<file path="config.mk">
export PLATFORM = sky130hd
export DESIGN_NAME = baseline_tracker_flat
export DESIGN_NICKNAME = d
export VERILOG_FILES = /design/src/rtl/baseline_pkg.sv /design/src/rtl/baseline_tracker_if.sv /design/src/rtl/baseline_chan.sv /design/src/rtl/baseline_tracker.sv /design/src/flat_wrapper.sv
export SDC_FILE = /design/constraint.sdc
export NUM_CORES = 1
export LEC_CHECK = 0
export ABC_CLOCK_PERIOD_IN_PS = 3000
export CORE_ASPECT_RATIO = 0.75
export CORE_MARGIN = 4
export CORE_UTILIZATION = 58
export DETAILED_ROUTE_END_ITERATION = 12
export PLACE_DENSITY = 0.8
export SETUP_SLACK_MARGIN = 0.3
export SYNTH_ARGS = -nofsm -noshare
export SYNTH_HDL_FRONTEND = slang
export SYNTH_SLANG_ARGS = --single-unit
</file>
<file path="constraint.sdc">
create_clock -name clk -period 3 [get_ports clk]
set_input_delay 0.3 -clock clk [delete_from_list [all_inputs] [get_ports clk]]
set_output_delay 0.3 -clock clk [all_outputs]
set_load 0.05 [all_outputs]
</file>
<file path="src/rtl/baseline_pkg.sv">
// Shared types and helpers for the multi-channel baseline tracker.
package baseline_pkg;

  typedef enum logic [1:0] {
    S_WAIT,
    S_ACC,
    S_CLOSE,
    S_IDLE
  } state_t;

  function automatic int unsigned acc_width(input int unsigned dw, input int unsigned log2n);
    return dw + log2n;
  endfunction

endpackage

</file>
<file path="src/rtl/baseline_tracker_if.sv">
// Sample input / baseline output bundle between ADC capture and the baseline tracker.
interface baseline_tracker_if #(
  parameter int unsigned NCH = 2,
  parameter int unsigned DW  = 14
);

  logic [NCH*DW-1:0] indata;
  logic              in_valid;
  logic              start;
  logic [NCH*DW-1:0] baseline;
  logic              done;
  logic              upd;
  logic [NCH-1:0]    timeout_err;

  modport master (
    output indata, in_valid, start,
    input  baseline, done, upd, timeout_err
  );

  modport slave (
    input  indata, in_valid, start,
    output baseline, done, upd, timeout_err
  );

endinterface

</file>
<file path="src/rtl/baseline_chan.sv">
// One channel: windowed accumulator with pulse rejection, valid flag and baseline register.
module baseline_chan
  import baseline_pkg::*;
#(
  parameter int unsigned DW     = 14,
  parameter int unsigned LOG2N  = 7,
  parameter int unsigned THRESH = 0
) (
  input  logic          clk,
  input  logic          rst_n,
  input  logic          clear,
  input  logic          close,
  input  logic          sample_en,
  input  logic [DW-1:0] sample,
  output logic          full,
  output logic          full_next,
  output logic          valid,
  output logic [DW-1:0] baseline
);

  localparam int unsigned AW = acc_width(DW, LOG2N);
  localparam int unsigned CW = LOG2N + 1;
  localparam logic [CW-1:0] WIN    = {1'b1, {LOG2N{1'b0}}};
  localparam logic [CW-1:0] WIN_M1 = {1'b0, {LOG2N{1'b1}}};
  localparam logic [DW-1:0] THR    = DW'(THRESH);

  logic [AW-1:0] acc;
  logic [CW-1:0] count;
  logic [DW-1:0] diff;
  logic          accept;
  logic          take;

  always_comb begin
    diff   = (sample >= baseline) ? (sample - baseline) : (baseline - sample);
    accept = (THRESH == 0) || !valid || (diff <= THR);
    take   = sample_en && !full && accept;
  end

  assign full = (count == WIN);
  // Lookahead lets the FSM leave ACC on the same edge the last sample lands.
  assign full_next = full || (take && (count == WIN_M1));

  always_ff @(posedge clk or negedge rst_n) begin
    if (!rst_n) begin
      acc      <= '0;
      count    <= '0;
      valid    <= 1'b0;
      baseline <= '0;
    end else begin
      if (close && full) begin
        baseline <= acc[AW-1 -: DW];
        valid    <= 1'b1;
      end
      if (clear) begin
        acc   <= '0;
        count <= '0;
      end else if (take) begin
        acc   <= acc + AW'(sample);
        count <= count + CW'(1);
      end
    end
  end

endmodule

</file>
<file path="src/rtl/baseline_tracker.sv">
// Multi-channel periodic baseline tracker: settling wait, windowed averaging, timeout flags.
module baseline_tracker
  import baseline_pkg::*;
#(
  parameter int unsigned NCH      = 2,
  parameter int unsigned DW       = 14,
  parameter int unsigned LOG2N    = 7,
  parameter int unsigned INITWAIT = 1000000,
  parameter int unsigned PERIOD   = 0,
  parameter int unsigned THRESH   = 0,
  parameter int unsigned MAXCYC   = 65535
) (
  input  logic               clk,
  input  logic               rst_n,
  baseline_tracker_if.slave  bus
);

  localparam int unsigned WAIT_LAST = (INITWAIT > 0) ? INITWAIT - 1 : 0;
  localparam int unsigned ACC_LAST  = (MAXCYC > 0) ? MAXCYC - 1 : 0;

  state_t            state;
  logic [31:0]       cnt;
  logic              upd_q;
  logic              done_q;
  logic [NCH-1:0]    terr_q;
  logic [NCH-1:0]    full;
  logic [NCH-1:0]    full_next;
  logic [NCH-1:0]    valid;
  logic [NCH*DW-1:0] base_w;
  logic              acc_en;
  logic              in_close;

  assign acc_en   = (state == S_ACC) && bus.in_valid;
  assign in_close = (state == S_CLOSE);

  for (genvar c = 0; c < NCH; c++) begin : g_chan
    baseline_chan #(
      .DW     (DW),
      .LOG2N  (LOG2N),
      .THRESH (THRESH)
    ) u_chan (
      .clk       (clk),
      .rst_n     (rst_n),
      .clear     (in_close),
      .close     (in_close),
      .sample_en (acc_en),
      .sample    (bus.indata[c*DW +: DW]),
      .full      (full[c]),
      .full_next (full_next[c]),
      .valid     (valid[c]),
      .baseline  (base_w[c*DW +: DW])
    );
  end

  // One counter serves WAIT, ACC and IDLE; it is zeroed on every state change.
  always_ff @(posedge clk or negedge rst_n) begin
    if (!rst_n) begin
      state  <= S_WAIT;
      cnt    <= '0;
      upd_q  <= 1'b0;
      done_q <= 1'b0;
      terr_q <= '0;
    end else begin
      upd_q <= 1'b0;
      case (state)
        S_WAIT: begin
          if (cnt == WAIT_LAST) begin
            state <= S_ACC;
            cnt   <= '0;
          end else begin
            cnt <= cnt + 32'd1;
          end
        end
        S_ACC: begin
          if ((&full_next) || (cnt == ACC_LAST)) begin
            state <= S_CLOSE;
            cnt   <= '0;
          end else begin
            cnt <= cnt + 32'd1;
          end
        end
        S_CLOSE: begin
          upd_q  <= 1'b1;
          terr_q <= ~full;
          done_q <= done_q | (&(valid | full));
          state  <= S_IDLE;
          cnt    <= '0;
        end
        S_IDLE: begin
          if (bus.start || ((PERIOD != 0) && (cnt == PERIOD))) begin
            state <= S_ACC;
            cnt   <= '0;
          end else if (PERIOD != 0) begin
            cnt <= cnt + 32'd1;
          end
        end
        default: begin
          state <= S_WAIT;
          cnt   <= '0;
        end
      endcase
    end
  end

  assign bus.baseline    = base_w;
  assign bus.upd         = upd_q;
  assign bus.done        = done_q;
  assign bus.timeout_err = terr_q;

endmodule

</file>
<file path="src/flat_wrapper.sv">
// flat-port wrapper written by rule: the top's interface ports become plain ports
module baseline_tracker_flat import baseline_pkg::*;
#(
  parameter int unsigned NCH      = 2,
  parameter int unsigned DW       = 14,
  parameter int unsigned LOG2N    = 7,
  parameter int unsigned INITWAIT = 1000000,
  parameter int unsigned PERIOD   = 0,
  parameter int unsigned THRESH   = 0,
  parameter int unsigned MAXCYC   = 65535
)
  (clk, rst_n, bus_indata, bus_in_valid, bus_start, bus_baseline, bus_done, bus_upd, bus_timeout_err);
  baseline_tracker_if #(.NCH(NCH), .DW(DW)) bus_i ();
  input  logic clk;
  input  logic rst_n;
  input wire logic [$bits(bus_i.indata)-1:0] bus_indata;
  input wire logic [$bits(bus_i.in_valid)-1:0] bus_in_valid;
  input wire logic [$bits(bus_i.start)-1:0] bus_start;
  output wire logic [$bits(bus_i.baseline)-1:0] bus_baseline;
  output wire logic [$bits(bus_i.done)-1:0] bus_done;
  output wire logic [$bits(bus_i.upd)-1:0] bus_upd;
  output wire logic [$bits(bus_i.timeout_err)-1:0] bus_timeout_err;
  assign bus_i.indata = bus_indata;
  assign bus_i.in_valid = bus_in_valid;
  assign bus_i.start = bus_start;
  assign bus_baseline = bus_i.baseline;
  assign bus_done = bus_i.done;
  assign bus_upd = bus_i.upd;
  assign bus_timeout_err = bus_i.timeout_err;
  baseline_tracker #(.NCH(NCH), .DW(DW), .LOG2N(LOG2N), .INITWAIT(INITWAIT), .PERIOD(PERIOD), .THRESH(THRESH), .MAXCYC(MAXCYC)) u_core (.clk(clk), .rst_n(rst_n), .bus(bus_i));
endmodule
</file>
### Yosys cells after proc, flatten, opt, wreduce, memory -nomap -nowiden

Cells that the tools add are included.

* bits of input ports: 32
* output and inout port bits: 32
* bits in registers: 126
* word-level logic and storage cells: 68

* bitwise logic cells: 3
* reduce and logical (&&, ||, !) cells: 18
* muxes and demuxes: 17
* equality and inequality tests: 12
* add/sub/neg operators: 5

Operator list (number)
* $pmux 32 s4: 1
* $mux 32: 3
* $mux 21: 4
* $add 21x14->21: 2
* $add 32x1->32 const B: 1
* $eq 32x16->1 const B: 1
* $eq 32x20->1 const B: 1
* $mux 8: 4
* $add 8x1->8 const B: 2
* $eq 8x7->1 const B: 2
* $eq 8x8->1 const B: 2
* $pmux 2 s4: 1
* $logic_and 1x1->1: 7
* $mux 2: 3
* $eq 2x2->1 const B: 2
* $ne 2x2->1 const B: 2
* $reduce_and 2->1: 2
* $reduce_bool 2->1: 2
* $logic_or 1x1->1: 3
* $reduce_and 3->1: 1
* $eq 2x1->1 const B: 1
* $logic_not 1->1: 2
* $logic_not 2->1: 1
* $ne 2x1->1 const B: 1
* other kinds (4): 4

### Logic depth before layout (Yosys ltp)

Gate-level depths: netlist of the first run.

* depth after elaboration: 9
* depth in mapped cells: 10
* depth with buffers taken out: 10

### Cells and area by module

From an unflattened synthesis of the first run, not the netlist that was laid out.

* cells, all modules: 785
* area, all modules: 7362.1 um^2

Modules (own cells, without submodules)
* baseline_chan: area an instance 2562.5 um^2, cells each 274, instances 2, sequential area each 1101.1 um^2
* baseline_tracker: area an instance 2237.1 um^2, cells each 237, instances 1, sequential area each 950.9 um^2

### Least setup slack after synthesis of the first run

No wires, ideal clock.

* path type: register to register
* start point: register u_core.g_chan[0].u_chan.acc[0]
* end point: register u_core.g_chan[0].u_chan.acc[16]
* period minus slack after synthesis: 2327 ps
* data arrival time: 2202 ps
* data required time: 2875 ps
* stages on the path, launching flop included: 11
* setup slack: 673 ps
* cells stage by stage: dfrtp_1 -> ha_1 -> inv_1 -> fa_1 -> nand2b_1 -> a21oi_1 -> o21ai_1 -> nand4_1 -> a41oi_1 -> nor3b_1 -> mux2_2

* longest elaborated chain between the ends: 3

RTL lines
* start, declared: RTL line baseline_chan.sv:27 `logic [AW-1:0] acc;`
* start signal, assigned: RTL line baseline_chan.sv:58 `acc <= acc + AW'(sample);`
* $add 21x14->21: RTL line baseline_chan.sv:58
* $mux 21: RTL line baseline_chan.sv:57 `end else if (take) begin`
* $mux 21: RTL line baseline_chan.sv:54 `if (clear) begin`

No other way between the ends. The select of a mux whose other input is x is not followed.
A chain may end at the register's enable or synchronous reset.

### Worst setup path in the final report of the first run

* start point: register u_core.g_chan[0].u_chan.acc[0]
* end point: register u_core.g_chan[0].u_chan.acc[20]

Same word-level chain as after synthesis.

==> impl_results.html, run 1 <==
<table>
<tr><th>Metric</th><th>Value</th></tr>
<tr><th colspan="2">Timing</th></tr>
<tr><td>Relative slew margins</td><td>47.7%</td></tr>
<tr><td>Shortest clock period the worst path allows after layout</td><td>2540 ps</td></tr>
<tr><td>RSZ-0062 raised after global routing</td><td>no</td></tr>
<tr><td>Count of pins over their slew limit</td><td>0</td></tr>
<tr><td>Number of setup violations in the final report</td><td>0</td></tr>
<tr><td>Fin Clk Skew</td><td>around 7.3 ps</td></tr>
<tr><td>Achievable Freq</td><td>0.394 GHz</td></tr>
<tr><td>Final hold vios</td><td>0</td></tr>
<tr><td>Period utilization</td><td>between 80% and 90%</td></tr>
<tr><td>Tightest Pin Transition</td><td>between 700 and 800 ps</td></tr>
<tr><th colspan="2">Cells and area</th></tr>
<tr><td>Fillers</td><td>832</td></tr>
<tr><td>Utilization after layout</td><td>between 70% and 80%</td></tr>
<tr><td>Final nets</td><td>roughly 900</td></tr>
<tr><td>Share of post-route cells with drive strength above 1</td><td>about an eighth</td></tr>
<tr><td>Antenna fix cells</td><td>0</td></tr>
<tr><td>Post-Layout Cell Count</td><td>just over 1000</td></tr>
<tr><td>Growth of design area from synthesis to finish</td><td>21.2%</td></tr>
<tr><th colspan="2">Place</th></tr>
<tr><td>Instance count after placement with tap cells included</td><td>around 980</td></tr>
<tr><td>HPWL after DPL</td><td>11.1 mm</td></tr>
<tr><td>Count of port buffers added during placement</td><td>63</td></tr>
<tr><td>GPL Wtd Cong</td><td>0.847</td></tr>
<tr><th colspan="2">Critical path</th></tr>
<tr><td>Reg-to-reg setup timing slack</td><td>460 ps</td></tr>
<tr><td>Type of the setup path with the least slack</td><td>reg -&gt; reg</td></tr>
<tr><td>CP Cell Sequence</td><td>ha_1 &gt; inv_1 &gt; fa_1 &gt; nand2b_1 &gt; a21oi_2 &gt; o21ai_1 &gt; nand4_1 &gt; a41oi_2 &gt; nor3b_2 &gt; mux2_2</td></tr>
<tr><td>Highest net fanout along the worst path</td><td>6</td></tr>
<tr><td>Endpoint required time on the critical path</td><td>around 3300 ps</td></tr>
<tr><td>Cell class contributing the biggest share of worst-path delay</td><td>simple AND/OR/NAND/NOR gates</td></tr>
<tr><td>Path length in cells of the critical path</td><td>10</td></tr>
<tr><td>Largest stage delay on the critical path</td><td>370 ps</td></tr>
<tr><td>Critical R2R Capture</td><td>u_core.g_chan[0].u_chan.acc[20]</td></tr>
<tr><td>Worst path buffer plus inverter count</td><td>1</td></tr>
<tr><td>CP Launch Type</td><td>register</td></tr>
<tr><td>Slowest cell on the critical path</td><td>sky130_fd_sc_hd__fa_1</td></tr>
<tr><td>WP data arrival</td><td>roughly 2800 ps</td></tr>
<tr><td>FF-to-FF path depth</td><td>10</td></tr>
<tr><td>Type of destination of the critical path</td><td>register</td></tr>
<tr><td>Launching point of the worst reg2reg path</td><td>u_core.g_chan[0].u_chan.acc[0]</td></tr>
<tr><th colspan="2">Die</th></tr>
<tr><td>Starting density of the core</td><td>60.7%</td></tr>
<tr><td>Overall die height</td><td>about 100 µm</td></tr>
<tr><td>Area of the core</td><td>between 10000 and 15000 µm²</td></tr>
<tr><td>Area of the die</td><td>between 10000 and 15000 µm²</td></tr>
<tr><td>Number of placement rows</td><td>34</td></tr>
<tr><td>Width of the die</td><td>about 140 µm</td></tr>
<tr><td>Top Ports</td><td>64</td></tr>
<tr><th colspan="2">Clock tree</th></tr>
<tr><td>Worst-skew pair later-pin latency</td><td>410 ps</td></tr>
<tr><td>Root buffer cell</td><td>sky130_fd_sc_hd__clkbuf_16</td></tr>
<tr><td>H-tree lvl count</td><td>4</td></tr>
<tr><td>Number of sinks on the clock net</td><td>about 130</td></tr>
<tr><td>Clock Pin Slew Worst Setup and Hold Paths</td><td>around 60 ps</td></tr>
<tr><td>CTS tree</td><td>done</td></tr>
<tr><td>CTS Buffer Depth</td><td>2</td></tr>
<tr><td>Number of buffers added by the clock tree synthesis step</td><td>17</td></tr>
<tr><th colspan="2">Pwr</th></tr>
<tr><td>Max IR drop VDD</td><td>about 370 µV</td></tr>
<tr><td>Static Leak</td><td>3.97 nW</td></tr>
<tr><td>Power per cell area</td><td>roughly 470 nW/µm²</td></tr>
<tr><th colspan="2">Synth</th></tr>
<tr><td>Number of instances in the synthesized netlist</td><td>roughly 770</td></tr>
<tr><td>Top cell types by occurrence after synthesis</td><td>sky130_fd_sc_hd__dfrtp_1, sky130_fd_sc_hd__nand2_1, sky130_fd_sc_hd__nor2_1</td></tr>
<tr><td>Nets in the synthesized netlist</td><td>839</td></tr>
<tr><td>Post-synth EDFFs</td><td>0</td></tr>
<tr><td>Combined area of all synthesized cells</td><td>between 7000 and 8000 µm²</td></tr>
<tr><td>Top post-synthesis cells by area</td><td>sky130_fd_sc_hd__dfrtp_1, sky130_fd_sc_hd__ha_1, sky130_fd_sc_hd__nand2_1, sky130_fd_sc_hd__mux2_2, sky130_fd_sc_hd__nor2_1</td></tr>
<tr><td>Commonest register cell after synthesis</td><td>sky130_fd_sc_hd__dfrtp_1</td></tr>
<tr><td>Post-synthesis async set-or-reset flop share</td><td>100%</td></tr>
<tr><td>Area share of the leading cell type in the synthesized netlist</td><td>43.9%</td></tr>
<tr><td>Register bit count reported by yosys</td><td>approximately 130</td></tr>
<tr><td>Count of unique library cells instantiated by Yosys</td><td>slightly below 60</td></tr>
<tr><td>Dominant cell type by area after synthesis</td><td>sky130_fd_sc_hd__dfrtp_1</td></tr>
<tr><td>Average instance area after synthesis</td><td>roughly 9.4 µm²</td></tr>
<tr><td>Portion of the post-synthesis area used by sequential elements</td><td>43.9%</td></tr>
<tr><td>Yosys Warn Count</td><td>0</td></tr>
<tr><td>Most frequent cell after synthesis</td><td>sky130_fd_sc_hd__dfrtp_1</td></tr>
<tr><th colspan="2">Outcome</th></tr>
<tr><td>Run status</td><td>finished clean</td></tr>
<tr><th colspan="2">Global route</th></tr>
<tr><td>Wire length of the first global-routing pass</td><td>about 28 mm</td></tr>
<tr><td>Global-route usage over all layers</td><td>roughly a quarter</td></tr>
<tr><td>Largest net degree at the start of global routing</td><td>81</td></tr>
<tr><td>Number of global-route vias before repair</td><td>just under 6000</td></tr>
<tr><td>Residual overflow from global routing</td><td>0</td></tr>
<tr><td>Number of antenna violations at the first check in global routing</td><td>0</td></tr>
<tr><th colspan="2">Drt</th></tr>
<tr><td>Iteration-0 DRC count of the detailed router</td><td>597</td></tr>
<tr><td>Total Routed Length</td><td>16.7 mm</td></tr>
<tr><td>Ratio of routed vias to standard cells</td><td>6.04</td></tr>
<tr><td>DR pass1 iterations</td><td>5</td></tr>
<tr><td>Wire per inst</td><td>roughly 17 µm</td></tr>
<tr><td>Detailed-route via count</td><td>6096</td></tr>
<tr><td>DRC viols</td><td>0</td></tr>
<tr><td>ANT nets after route</td><td>0</td></tr>
<tr><th colspan="2">Job</th></tr>
<tr><td>Max_cap viols</td><td>0</td></tr>
<tr><th colspan="2">Hold path</th></tr>
<tr><td>Worst Hold Class</td><td>in -&gt; async</td></tr>
</table>
metal layers:
metal	GRT usage [%]	part of all wire, %	vias up
li1	-	-	2916
met1	33.9	46	2938
met2	37.5	47	214
met3	5.85	6.2	28
met4	7.77	1.2	0
met5	0	0	-
power breakdown:
| group | leakage [nW] | switching (W) | internal, W |
|---|---|---|---|
| sequential | 1.74 | 0 | 0.00170 |
| combinational | 1.93 | 0.0000763 | 0.0000648 |
| clock | 0.297 | 0.000791 | 0.00147 |
final cells by class:
type,instances,area (µm²),area share (%)
clock buffers,17,425,4.89
repair buffers,76,744,8.56
clock inverters,15,219,2.52
well taps,162,203,2.33
flip-flops and latches,126,3150,36.2
multi-input cells,592,3880,44.6
inverters,21,78.8,0.906
placed cells by master, fill, tap and decap left out, drive strengths merged, types with 4 or more instances in the layout:
cell | synthesis | layout
o21ai | 50 | 50
and2 | 4 | 4
xnor2 | 14 | 14
or3 | 12 | 12
nor2 | 68 | 68
nand2 | 108 | 108
o211ai | 7 | 7
nand2b | 13 | 13
nand4 | 24 | 24
clkdlybuf4s50 | 0 | 62
inv | 20 | 21
clkinvlp | 0 | 6
clkbuf | 16 | 17
ha | 39 | 39
bufinv | 0 | 5
nand3 | 21 | 21
nor4 | 9 | 9
buf | 11 | 13
dfrtp | 126 | 126
a21oi | 47 | 47
nor4b | 7 | 7
a211oi | 8 | 8
clkinv | 1 | 4
nor3 | 6 | 6
xor2 | 16 | 16
a21o | 7 | 7
nor2b | 5 | 5
and3 | 13 | 13
mux2 | 33 | 33
a31oi | 28 | 28
o21a | 9 | 9
or2 | 4 | 4
worst max-delay path by stage:
stage,start,endpoint
after global routing,u_core.g_chan[0].u_chan.acc[0],u_core.g_chan[0].u_chan.acc[20]
after global placement,bus_indata[0],u_core.g_chan[0].u_chan.acc[20]
final,u_core.g_chan[0].u_chan.acc[0],u_core.g_chan[0].u_chan.acc[20]
after CTS,u_core.state[1],u_core.cnt[14]
after detailed placement,bus_indata[0],u_core.g_chan[0].u_chan.acc[20]
after floorplan,u_core.g_chan[0].u_chan.acc[0],u_core.g_chan[0].u_chan.acc[16]
kinds of logic (layout without fill, tap and decap cells):
family          after synthesis  after routing  share of synthesized area, %
buf+inv                      48            129                          2.81
xor+xnor                     30             30                          3.66
mux                          33             33                          5.18
flops                       126            126                          43.9
compound gates              184            184                          16.1
simple gates                304            304                          20.9
fa+ha+maj                    41             41                          7.36
state kept, by name (all words and copies together), names as in the netlist, 2 cells and up:
signal,flops
u_core.g_chan.u_chan.baseline,28
u_core.cnt,32
u_core.state,2
u_core.g_chan.u_chan.count,16
u_core.g_chan.u_chan.acc,42
u_core.g_chan.u_chan.valid,2
u_core.bus.timeout_err,2
metrics by stage:
step                      setup slack, ps  TNS, ps  hold slack [ps]  power (W)  instance area [µm²]
final                                 462        0              442    0.00410                 8700
after global routing                  289        0              490    0.00423                 8700
after CTS                             359        0              449    0.00413                 8650
after detailed placement            -29.8    -29.8              345    0.00187                 8000
after global placement               60.8        0              344    0.00187                 8000
after floorplan                       673        0             4.41    0.00178                 7180
repair_timing:
item	in CTS	in global routing
resized for setup	0	9
hold buffers	1	0
buffers inserted	0	0
endpoints found under the hold margin	46	0
setup endpoints to repair	0	10
Power figures use the tool's default switching activity.
==> inputs of run 2 (changes only) <==
- ABC_CLOCK_PERIOD_IN_PS: 3000 -> 2180
- CORE_UTILIZATION: 58 -> 53
- PLACE_DENSITY: 0.8 -> 0.77
- clock period: 3 -> 2.18 ns (I/O delays scaled with it)
==> impl_results.html, run 2 (same netlist as run 1, synthesis figures left out) <==
<table>
<tr><th>Metric</th><th>Value</th></tr>
<tr><th colspan="2">Outcome</th></tr>
<tr><td>Run status</td><td>finished, violations left</td></tr>
<tr><td>Failing checks</td><td>negative setup slack</td></tr>
<tr><th colspan="2">Timing</th></tr>
<tr><td>Period utilization</td><td>133% (+48 points)</td></tr>
<tr><td>Final hold vios</td><td>0 (unchanged)</td></tr>
<tr><td>Relative slew margins</td><td>57.1% (+9.4 points)</td></tr>
<tr><td>Setup TNS after final layout</td><td>-24110 ps (-24110 ps)</td></tr>
<tr><td>RSZ-0062 raised after global routing</td><td>yes</td></tr>
<tr><td>Count of pins over their slew limit</td><td>0 (unchanged)</td></tr>
<tr><td>Shortest clock period the worst path allows after layout</td><td>2900 ps (+359 ps)</td></tr>
<tr><td>Fin Clk Skew</td><td>15.1 ps (+7.78 ps)</td></tr>
<tr><td>Number of setup violations in the final report</td><td>77 (+77)</td></tr>
<tr><td>Setup slack after layout</td><td>-718 ps (-1180 ps)</td></tr>
<tr><td>Achievable Freq</td><td>0.345 GHz (-12%)</td></tr>
<tr><td>Tightest Pin Transition</td><td>641 ps (-142 ps)</td></tr>
<tr><td>Final worst hold slack</td><td>270 ps (-171 ps)</td></tr>
<tr><th colspan="2">Clock tree</th></tr>
<tr><td>Number of sinks on the clock net</td><td>126 (unchanged)</td></tr>
<tr><td>H-tree lvl count</td><td>4 (unchanged)</td></tr>
<tr><td>Worst-skew pair later-pin latency</td><td>450 ps (+40 ps)</td></tr>
<tr><td>Clock Pin Slew Worst Setup and Hold Paths</td><td>60 ps (about the same)</td></tr>
<tr><td>CTS Buffer Depth</td><td>2 (unchanged)</td></tr>
<tr><td>Root buffer cell</td><td>sky130_fd_sc_hd__clkbuf_16</td></tr>
<tr><td>Number of buffers added by the clock tree synthesis step</td><td>17 (unchanged)</td></tr>
<tr><td>CTS tree</td><td>done</td></tr>
<tr><th colspan="2">Global route</th></tr>
<tr><td>Wire length of the first global-routing pass</td><td>39.9 mm (+42%)</td></tr>
<tr><td>Global-route usage over all layers</td><td>33.0% (+8.7 points)</td></tr>
<tr><td>Met3 Resource Use GR</td><td>9.16% (+3.3 points)</td></tr>
<tr><td>Residual overflow from global routing</td><td>0 (unchanged)</td></tr>
<tr><td>Met1 Use GR</td><td>39.0% (+5.0 points)</td></tr>
<tr><td>Largest net degree at the start of global routing</td><td>71 (-12%)</td></tr>
<tr><td>Number of global-route vias before repair</td><td>7790 (+32%)</td></tr>
<tr><td>Number of antenna violations at the first check in global routing</td><td>0 (unchanged)</td></tr>
<tr><td>Met2 track demand over resource in global routing</td><td>54.5% (+17 points)</td></tr>
<tr><td>Busiest layer in global routing</td><td>met2</td></tr>
<tr><th colspan="2">Die</th></tr>
<tr><td>Number of placement rows</td><td>36 (+5.9%)</td></tr>
<tr><td>Starting density of the core</td><td>54.8% (-5.9 points)</td></tr>
<tr><td>Area of the die</td><td>15500 µm² (+8.8%)</td></tr>
<tr><td>Overall die height</td><td>109 µm (+4.3%)</td></tr>
<tr><td>Top Ports</td><td>64 (unchanged)</td></tr>
<tr><td>Width of the die</td><td>142 µm (+4.3%)</td></tr>
<tr><td>Area of the core</td><td>13100 µm² (+11%)</td></tr>
<tr><th colspan="2">Place</th></tr>
<tr><td>HPWL after DPL</td><td>13.0 mm (+17%)</td></tr>
<tr><td>GPL Wtd Cong</td><td>0.871 (+2.9%)</td></tr>
<tr><td>Count of port buffers added during placement</td><td>63 (unchanged)</td></tr>
<tr><td>Worst slack at placement</td><td>-487 ps (-457 ps)</td></tr>
<tr><th colspan="2">Drt</th></tr>
<tr><td>ANT nets after route</td><td>0 (unchanged)</td></tr>
<tr><td>Total Routed Length</td><td>32.7 mm (+96%)</td></tr>
<tr><td>DR pass1 iterations</td><td>9 (+4)</td></tr>
<tr><td>Ratio of routed vias to standard cells</td><td>7.15 (+18%)</td></tr>
<tr><td>Detailed-route via count</td><td>8425 (+38%)</td></tr>
<tr><td>DRC viols</td><td>0 (unchanged)</td></tr>
<tr><td>Wire per inst</td><td>27.8 µm (+67%)</td></tr>
<tr><td>Iteration-0 DRC count of the detailed router</td><td>1252 (+110%)</td></tr>
<tr><th colspan="2">Critical path</th></tr>
<tr><td>Slowest cell on the critical path</td><td>sky130_fd_sc_hd__nor4b_4</td></tr>
<tr><td>Highest net fanout along the worst path</td><td>5 (-1)</td></tr>
<tr><td>CP Launch Type</td><td>register</td></tr>
<tr><td>WP data arrival</td><td>3200 ps (+360 ps)</td></tr>
<tr><td>Type of destination of the critical path</td><td>register</td></tr>
<tr><td>Type of the setup path with the least slack</td><td>reg -&gt; reg</td></tr>
<tr><td>Endpoint required time on the critical path</td><td>2480 ps (-820 ps)</td></tr>
<tr><td>CP Cell Sequence</td><td>ha_2 &gt; nand4_1 &gt; nor4b_4 &gt; o22ai_4 &gt; a31oi_4 &gt; buf_4 &gt; buf_6 &gt; buf_16 &gt; o21ai_2 &gt; nand2_1 &gt; o21ai_1</td></tr>
<tr><td>Largest stage delay on the critical path</td><td>560 ps (+190 ps)</td></tr>
<tr><th colspan="2">Cells and area</th></tr>
<tr><td>Registers with the most flip-flops</td><td>u_core.g_chan.u_chan.acc: 42 flops, u_core.cnt: 32 flops, u_core.g_chan.u_chan.baseline: 28 flops</td></tr>
<tr><td>Most frequent cells in the layout</td><td>sky130_fd_sc_hd__dfrtp_1, sky130_fd_sc_hd__buf_4, sky130_fd_sc_hd__nand2_1</td></tr>
<tr><td>Largest reg by FF count</td><td>u_core.g_chan.u_chan.acc</td></tr>
<tr><td>Antenna fix cells</td><td>0 (unchanged)</td></tr>
<tr><td>Growth of design area from synthesis to finish</td><td>60.2%</td></tr>
<tr><td>Most common library cell in the layout ignoring fill and taps</td><td>sky130_fd_sc_hd__dfrtp_1</td></tr>
<tr><td>Share of post-route cells with drive strength above 1</td><td>42.4% (+31 points)</td></tr>
<tr><td>Flip-flop count of the largest register after layout</td><td>42 (unchanged)</td></tr>
<tr><td>Final nets</td><td>1068 (+18%)</td></tr>
<tr><th colspan="2">Pwr</th></tr>
<tr><td>Max IR drop VDD</td><td>521 µV (+42%)</td></tr>
<tr><td>Final Total Pwr</td><td>0.00547 W (+33%)</td></tr>
<tr><td>Sequential group share of total power</td><td>42.7% (+1.3 points)</td></tr>
<tr><td>Switching share of power</td><td>24.4% (+3.2 points)</td></tr>
<tr><td>Internal Pwr Total</td><td>0.00414 W (+28%)</td></tr>
<tr><td>P_sw</td><td>0.00133 W (+54%)</td></tr>
<tr><td>Power share of the combinational group</td><td>5.3% (+1.9 points)</td></tr>
<tr><td>Power per cell area</td><td>476 nW/µm² (+0.93%)</td></tr>
<tr><td>Clock Power Share</td><td>52.0% (-3.1 points)</td></tr>
<tr><td>Static Leak</td><td>5.29 nW (+33%)</td></tr>
<tr><th colspan="2">Hold path</th></tr>
<tr><td>Worst Hold Class</td><td>in -&gt; async</td></tr>
<tr><th colspan="2">Job</th></tr>
<tr><td>Max_cap viols</td><td>0 (unchanged)</td></tr>
</table>
run 2: changes by cell type in the layout (fill, tap and decap cells not counted), moves of 13 or more:
cell and delta:
sky130_fd_sc_hd__a21oi_1 -34, sky130_fd_sc_hd__buf_6 +35, sky130_fd_sc_hd__mux2_4 +19, sky130_fd_sc_hd__a21oi_2 +28, sky130_fd_sc_hd__o21ai_0 -29, sky130_fd_sc_hd__o21ai_2 +17
sky130_fd_sc_hd__nand2_4 +16, sky130_fd_sc_hd__nand2_1 -22, sky130_fd_sc_hd__buf_4 +100, sky130_fd_sc_hd__mux2_2 -19, sky130_fd_sc_hd__ha_4 +13, sky130_fd_sc_hd__ha_1 -16
run 2: worst max-delay path, delay by kind of cell, from the launching register on:
kind | cells | cell delay (ps)
and+or+nand+nor | 3 | 950
AOI/OAI and AO/OA | 4 | 720
DFF | 1 | 460
buffers and inverters | 3 | 400
adders and majority gates | 1 | 230
run 2: power by group through the flow:
stage	registers, W	logic [W]	clock network (W)
finish	0.00234	0.000289	0.00284
global route	0.00234	0.000308	0.00294
CTS	0.00234	0.000253	0.00276
detailed placement	0.00238	0.000234	0
global placement	0.00238	0.000226	0
floorplan	0.00238	0.0000767	0
run 2: final timing paths:
| kind | start | end | slack, ps | cells past startpoint |
|---|---|---|---|---|
| max | u_core.g_chan[1].u_chan.count[0] | u_core.cnt[17] | -720 | 11 |
| max reg2reg | u_core.g_chan[1].u_chan.count[0] | u_core.cnt[17] | -720 | 11 |
| min | rst_n | u_core.g_chan[1].u_chan.acc[0] | 270 | 2 |
| max in group asynchronous | rst_n | u_core.cnt[0] | 1160 | 3 |
| min reg2reg | u_core.bus.timeout_err[0] | u_core.bus.timeout_err[0] | 490 | 1 |
| min in group clk | u_core.bus.timeout_err[0] | u_core.bus.timeout_err[0] | 490 | 1 |
run 2: what timing repair did:
action / 4_1_cts / 5_1_grt
hold buffers: 1 / 0
gates cloned: 13 / 1
pin swaps: 80 / 55
setup buffers: 36 / 36
hold endpoints to repair: 26 / 0
endpoints found under the setup margin: 104 / 121
gates resized for setup: 174 / 116
run 2: stage by stage:
step           util [%]  cells  area [µm²]
4_1_cts            81.2   1142       10600
5_1_grt            87.7   1179       11500
2_1_floorplan         -    766        7420
3_3_place_gp       67.3   1060        8830
3_5_place_dp       67.3   1060        8830
6_report           87.7   1179       11500
run 2: layer usage:
layer / routed length (µm) / vias up
met4: 3090 / 0
met1: 11200 / 3996
met5: 0 / -
met2: 14400 / 854
met3: 4040 / 332
li1: - / 3243
run 2: cell type report:
class                   count  area, µm²
multi-input cells         592       5020
flip-flops and latches    126       3160
repair buffers            237       2460
fillers                   480       1610
clock buffers              20        437
well taps                 171        214
clock inverters            12        121
inverters                  21       82.6
==> inputs of run 3 (changes only) <==
--- a/config.mk
+++ b/config.mk
@@ -10,5 +10,6 @@
 export CORE_MARGIN = 4
-export CORE_UTILIZATION = 53
+export CORE_UTILIZATION = 54
+export CTS_BUF_LIST = sky130_fd_sc_hd__clkbuf_2
 export DETAILED_ROUTE_END_ITERATION = 12
-export PLACE_DENSITY = 0.77
+export PLACE_DENSITY = 0.78
 export SETUP_SLACK_MARGIN = 0.3
@@ -17 +18,2 @@
 export SYNTH_SLANG_ARGS = --single-unit
+export TNS_END_PERCENT = 100
--- a/constraint.sdc
+++ b/constraint.sdc
@@ -3,2 +3,2 @@
 set_output_delay 0.218 -clock clk [all_outputs]
-set_load 0.05 [all_outputs]
+set_load 0.1 [all_outputs]
==> impl_results.html, run 3 (same netlist as run 1, synthesis figures left out) <==
<table>
<tr><th>Metric</th><th>Value</th></tr>
<tr><th colspan="2">Cells and area</th></tr>
<tr><td>Most common library cell in the layout ignoring fill and taps</td><td>sky130_fd_sc_hd__buf_4</td></tr>
<tr><td>Registers with the most flip-flops</td><td>u_core.g_chan.u_chan.acc: 42 flops, u_core.cnt: 32 flops, u_core.g_chan.u_chan.baseline: 28 flops</td></tr>
<tr><td>Growth of design area from synthesis to finish</td><td>49.4%</td></tr>
<tr><td>Utilization after layout</td><td>82.3% (-5.4 points)</td></tr>
<tr><td>Final nets</td><td>1063 (-0.47%)</td></tr>
<tr><td>Post-Layout Cell Count</td><td>1174 (-0.42%)</td></tr>
<tr><td>Area occupied by registers</td><td>3170 µm² (+0.28%)</td></tr>
<tr><td>Antenna fix cells</td><td>0 (unchanged)</td></tr>
<tr><td>Flip-flop count of the largest register after layout</td><td>42 (unchanged)</td></tr>
<tr><td>Post-route cell area</td><td>10700 µm² (-6.8%)</td></tr>
<tr><td>Most frequent cells in the layout</td><td>sky130_fd_sc_hd__buf_4, sky130_fd_sc_hd__dfrtp_1, sky130_fd_sc_hd__nand2_1</td></tr>
<tr><td>Area taken by multi-input logic gates</td><td>4840 µm² (-3.7%)</td></tr>
<tr><td>Fillers</td><td>640 (+33%)</td></tr>
<tr><td>Largest reg by FF count</td><td>u_core.g_chan.u_chan.acc</td></tr>
<tr><td>Share of post-route cells with drive strength above 1</td><td>43.7% (+1.3 points)</td></tr>
<tr><th colspan="2">Global route</th></tr>
<tr><td>Number of antenna violations at the first check in global routing</td><td>0 (unchanged)</td></tr>
<tr><td>Global-route usage over all layers</td><td>29.2% (-3.8 points)</td></tr>
<tr><td>Wire length of the first global-routing pass</td><td>35.6 mm (-11%)</td></tr>
<tr><td>Largest net degree at the start of global routing</td><td>55 (-23%)</td></tr>
<tr><td>Number of global-route vias before repair</td><td>7161 (-8.1%)</td></tr>
<tr><td>Residual overflow from global routing</td><td>0 (unchanged)</td></tr>
<tr><th colspan="2">Place</th></tr>
<tr><td>GPL Wtd Cong</td><td>0.897 (+3.0%)</td></tr>
<tr><td>Worst slack at placement</td><td>-442 ps (+45.0 ps)</td></tr>
<tr><td>Count of port buffers added during placement</td><td>63 (unchanged)</td></tr>
<tr><td>Cell area reported after detailed placement</td><td>8670 µm² (-1.7%)</td></tr>
<tr><td>Instance count after placement with tap cells included</td><td>1052 (-0.75%)</td></tr>
<tr><td>HPWL after DPL</td><td>12.6 mm (-2.9%)</td></tr>
<tr><th colspan="2">Drt</th></tr>
<tr><td>DRC viols</td><td>0 (unchanged)</td></tr>
<tr><td>Total Routed Length</td><td>26.3 mm (-20%)</td></tr>
<tr><td>Ratio of routed vias to standard cells</td><td>6.61 (-7.6%)</td></tr>
<tr><td>ANT nets after route</td><td>0 (unchanged)</td></tr>
<tr><td>Detailed-route via count</td><td>7755 (-8.0%)</td></tr>
<tr><td>Iteration-0 DRC count of the detailed router</td><td>1027 (-18%)</td></tr>
<tr><td>DR pass1 iterations</td><td>7 (-2)</td></tr>
<tr><td>Wire per inst</td><td>22.4 µm (-19%)</td></tr>
<tr><th colspan="2">Pwr</th></tr>
<tr><td>Max IR drop VDD</td><td>420 µV (-20%)</td></tr>
<tr><td>Static Leak</td><td>5.03 nW (-4.8%)</td></tr>
<tr><td>Power per cell area</td><td>391 nW/µm² (-18%)</td></tr>
<tr><th colspan="2">Timing</th></tr>
<tr><td>Setup slack after layout</td><td>-302 ps (+416 ps)</td></tr>
<tr><td>Number of setup violations in the final report</td><td>54 (-30%)</td></tr>
<tr><td>Shortest clock period the worst path allows after layout</td><td>2480 ps (-416 ps)</td></tr>
<tr><td>Relative slew margins</td><td>64.1% (+6.9 points)</td></tr>
<tr><td>Fin Clk Skew</td><td>61.0 ps (+45.8 ps)</td></tr>
<tr><td>Final worst hold slack</td><td>311 ps (+41.0 ps)</td></tr>
<tr><td>Achievable Freq</td><td>0.403 GHz (+17%)</td></tr>
<tr><td>Tightest Pin Transition</td><td>537 ps (-104 ps)</td></tr>
<tr><td>RSZ-0062 raised after global routing</td><td>yes</td></tr>
<tr><td>Period utilization</td><td>114% (-19 points)</td></tr>
<tr><td>Final hold vios</td><td>0 (unchanged)</td></tr>
<tr><td>Count of pins over their slew limit</td><td>0 (unchanged)</td></tr>
<tr><th colspan="2">Die</th></tr>
<tr><td>Area of the core</td><td>13000 µm² (-0.69%)</td></tr>
<tr><td>Overall die height</td><td>108 µm (-0.86%)</td></tr>
<tr><td>Top Ports</td><td>64 (unchanged)</td></tr>
<tr><td>Area of the die</td><td>15200 µm² (-1.7%)</td></tr>
<tr><td>Number of placement rows</td><td>36 (unchanged)</td></tr>
<tr><td>Width of the die</td><td>141 µm (-0.88%)</td></tr>
<tr><td>Starting density of the core</td><td>55.1% (+0.38 points)</td></tr>
<tr><th colspan="2">Clock tree</th></tr>
<tr><td>Root buffer cell</td><td>sky130_fd_sc_hd__clkbuf_2</td></tr>
<tr><td>Number of buffers added by the clock tree synthesis step</td><td>17 (unchanged)</td></tr>
<tr><td>CTS Buffer Depth</td><td>2 (unchanged)</td></tr>
<tr><td>CTS tree</td><td>done</td></tr>
<tr><td>Worst-skew pair later-pin latency</td><td>740 ps (+290 ps)</td></tr>
<tr><td>H-tree lvl count</td><td>4 (unchanged)</td></tr>
<tr><td>Number of sinks on the clock net</td><td>126 (unchanged)</td></tr>
<tr><td>Clock Pin Slew Worst Setup and Hold Paths</td><td>220 ps (+160 ps)</td></tr>
<tr><th colspan="2">Critical path</th></tr>
<tr><td>Endpoint required time on the critical path</td><td>2800 ps (+320 ps)</td></tr>
<tr><td>Type of destination of the critical path</td><td>register</td></tr>
<tr><td>Largest stage delay on the critical path</td><td>410 ps (-150 ps)</td></tr>
<tr><td>Worst path buffer plus inverter count</td><td>1 (-2)</td></tr>
<tr><td>Slowest cell on the critical path</td><td>sky130_fd_sc_hd__dfrtp_1</td></tr>
<tr><td>CP Launch Type</td><td>register</td></tr>
<tr><td>WP data arrival</td><td>3100 ps (-100 ps)</td></tr>
<tr><td>Type of the setup path with the least slack</td><td>reg -&gt; reg</td></tr>
<tr><td>Highest net fanout along the worst path</td><td>4 (-1)</td></tr>
<tr><td>CP Cell Sequence</td><td>ha_2 &gt; inv_2 &gt; fa_2 &gt; nand2b_4 &gt; a21oi_4 &gt; o41a_1 &gt; o2111ai_2 &gt; nand2_2 &gt; nand4_1 &gt; mux2_4</td></tr>
<tr><td>Cell class contributing the biggest share of worst-path delay</td><td>compound AO/OA/AOI/OAI gates</td></tr>
<tr><th colspan="2">Outcome</th></tr>
<tr><td>Failing checks</td><td>negative setup slack</td></tr>
<tr><td>Run status</td><td>finished, violations left</td></tr>
<tr><th colspan="2">Hold path</th></tr>
<tr><td>Worst Hold Class</td><td>in -&gt; reg</td></tr>
<tr><th colspan="2">Job</th></tr>
<tr><td>Max_cap viols</td><td>0 (unchanged)</td></tr>
</table>
==> run 3: changes by cell type in the layout (fill, tap and decap cells not counted), moves of 6 or more <==
cell / previous run / this run
sky130_fd_sc_hd__clkbuf_16: 20 / 0
sky130_fd_sc_hd__nand2_2: 5 / 14
sky130_fd_sc_hd__nand2_4: 16 / 9
sky130_fd_sc_hd__dfrtp_1: 121 / 114
sky130_fd_sc_hd__xnor2_1: 8 / 14
sky130_fd_sc_hd__dfrtp_2: 5 / 12
sky130_fd_sc_hd__a211oi_2: 7 / 0
sky130_fd_sc_hd__clkbuf_2: 0 / 22
sky130_fd_sc_hd__a211oi_1: 1 / 7
sky130_fd_sc_hd__clkdlybuf4s50_1: 60 / 30
sky130_fd_sc_hd__buf_4: 111 / 140
sky130_fd_sc_hd__buf_6: 36 / 43
==> run 3: final timing paths <==
check	start	end	slack [ps]	cells after the start
setup reg to reg	u_core.g_chan[1].u_chan.acc[0]	u_core.g_chan[1].u_chan.acc[20]	-300	10
max in group asynchronous	rst_n	u_core.g_chan[0].u_chan.acc[2]	440	4
hold / removal	bus_indata[15]	u_core.g_chan[1].u_chan.acc[1]	310	4
setup / recovery	u_core.g_chan[1].u_chan.acc[0]	u_core.g_chan[1].u_chan.acc[20]	-300	10
hold reg to reg	u_core.g_chan[0].u_chan.valid	u_core.g_chan[0].u_chan.valid	510	1
min in group asynchronous	rst_n	u_core.g_chan[1].u_chan.baseline[1]	430	3
==> run 3: worst register-to-register path, cell delays in order, from the launching register on <==
cell and delay [ps]:
sky130_fd_sc_hd__dfrtp_1 410, sky130_fd_sc_hd__ha_2 190, sky130_fd_sc_hd__inv_2 40, sky130_fd_sc_hd__fa_2 360, sky130_fd_sc_hd__nand2b_4 160, sky130_fd_sc_hd__a21oi_4 150, sky130_fd_sc_hd__o41a_1 260, sky130_fd_sc_hd__o2111ai_2 160
sky130_fd_sc_hd__nand2_2 170, sky130_fd_sc_hd__nand4_1 140, sky130_fd_sc_hd__mux2_4 320
==> run 3: metal layers <==
metal	vias up	part of all wire, %	track usage, %
met3	191	10	7.73
met4	0	5.5	9.06
met2	643	47	48.5
li1	3226	-	-
met1	3695	37	37.5
met5	-	0	0
==> run 3: per-stage QoR <==
stage	TNS, ps	power [W]
after floorplan	0	0.00246
after global placement	-5590	0.00261
after detailed placement	-6980	0.00262
after CTS	-604	0.00410
after global routing	-11830	0.00431
final	-8210	0.00419
==> run 3: final cells by class <==
type | count | share of cell area (%)
Tap cell | 171 | 2.00
Multi-Input combinational cell | 592 | 45.2
Timing Repair Buffer | 232 | 20.4
Clock buffer | 22 | 1.03
Clock inverter | 10 | 1.12
Sequential cell | 126 | 29.6
Inverter | 21 | 0.747
==> run 3: report_power, final <==
group	internal (W)	switching, W	leakage (nW)
Combinational	0.000130	0.000144	3.16
Sequential	0.00234	0	1.72
Clock	0.000643	0.000932	0.152
Total	0.00311	0.00108	5.03
==> run 3: repair_timing <==
item	4_1_cts	5_1_grt
buffers inserted	41	36
gates cloned	8	2
hold buffers	3	0
setup endpoints to repair	92	112
gates resized for setup	154	113
pin swaps	66	63
hold endpoints to repair	126	0
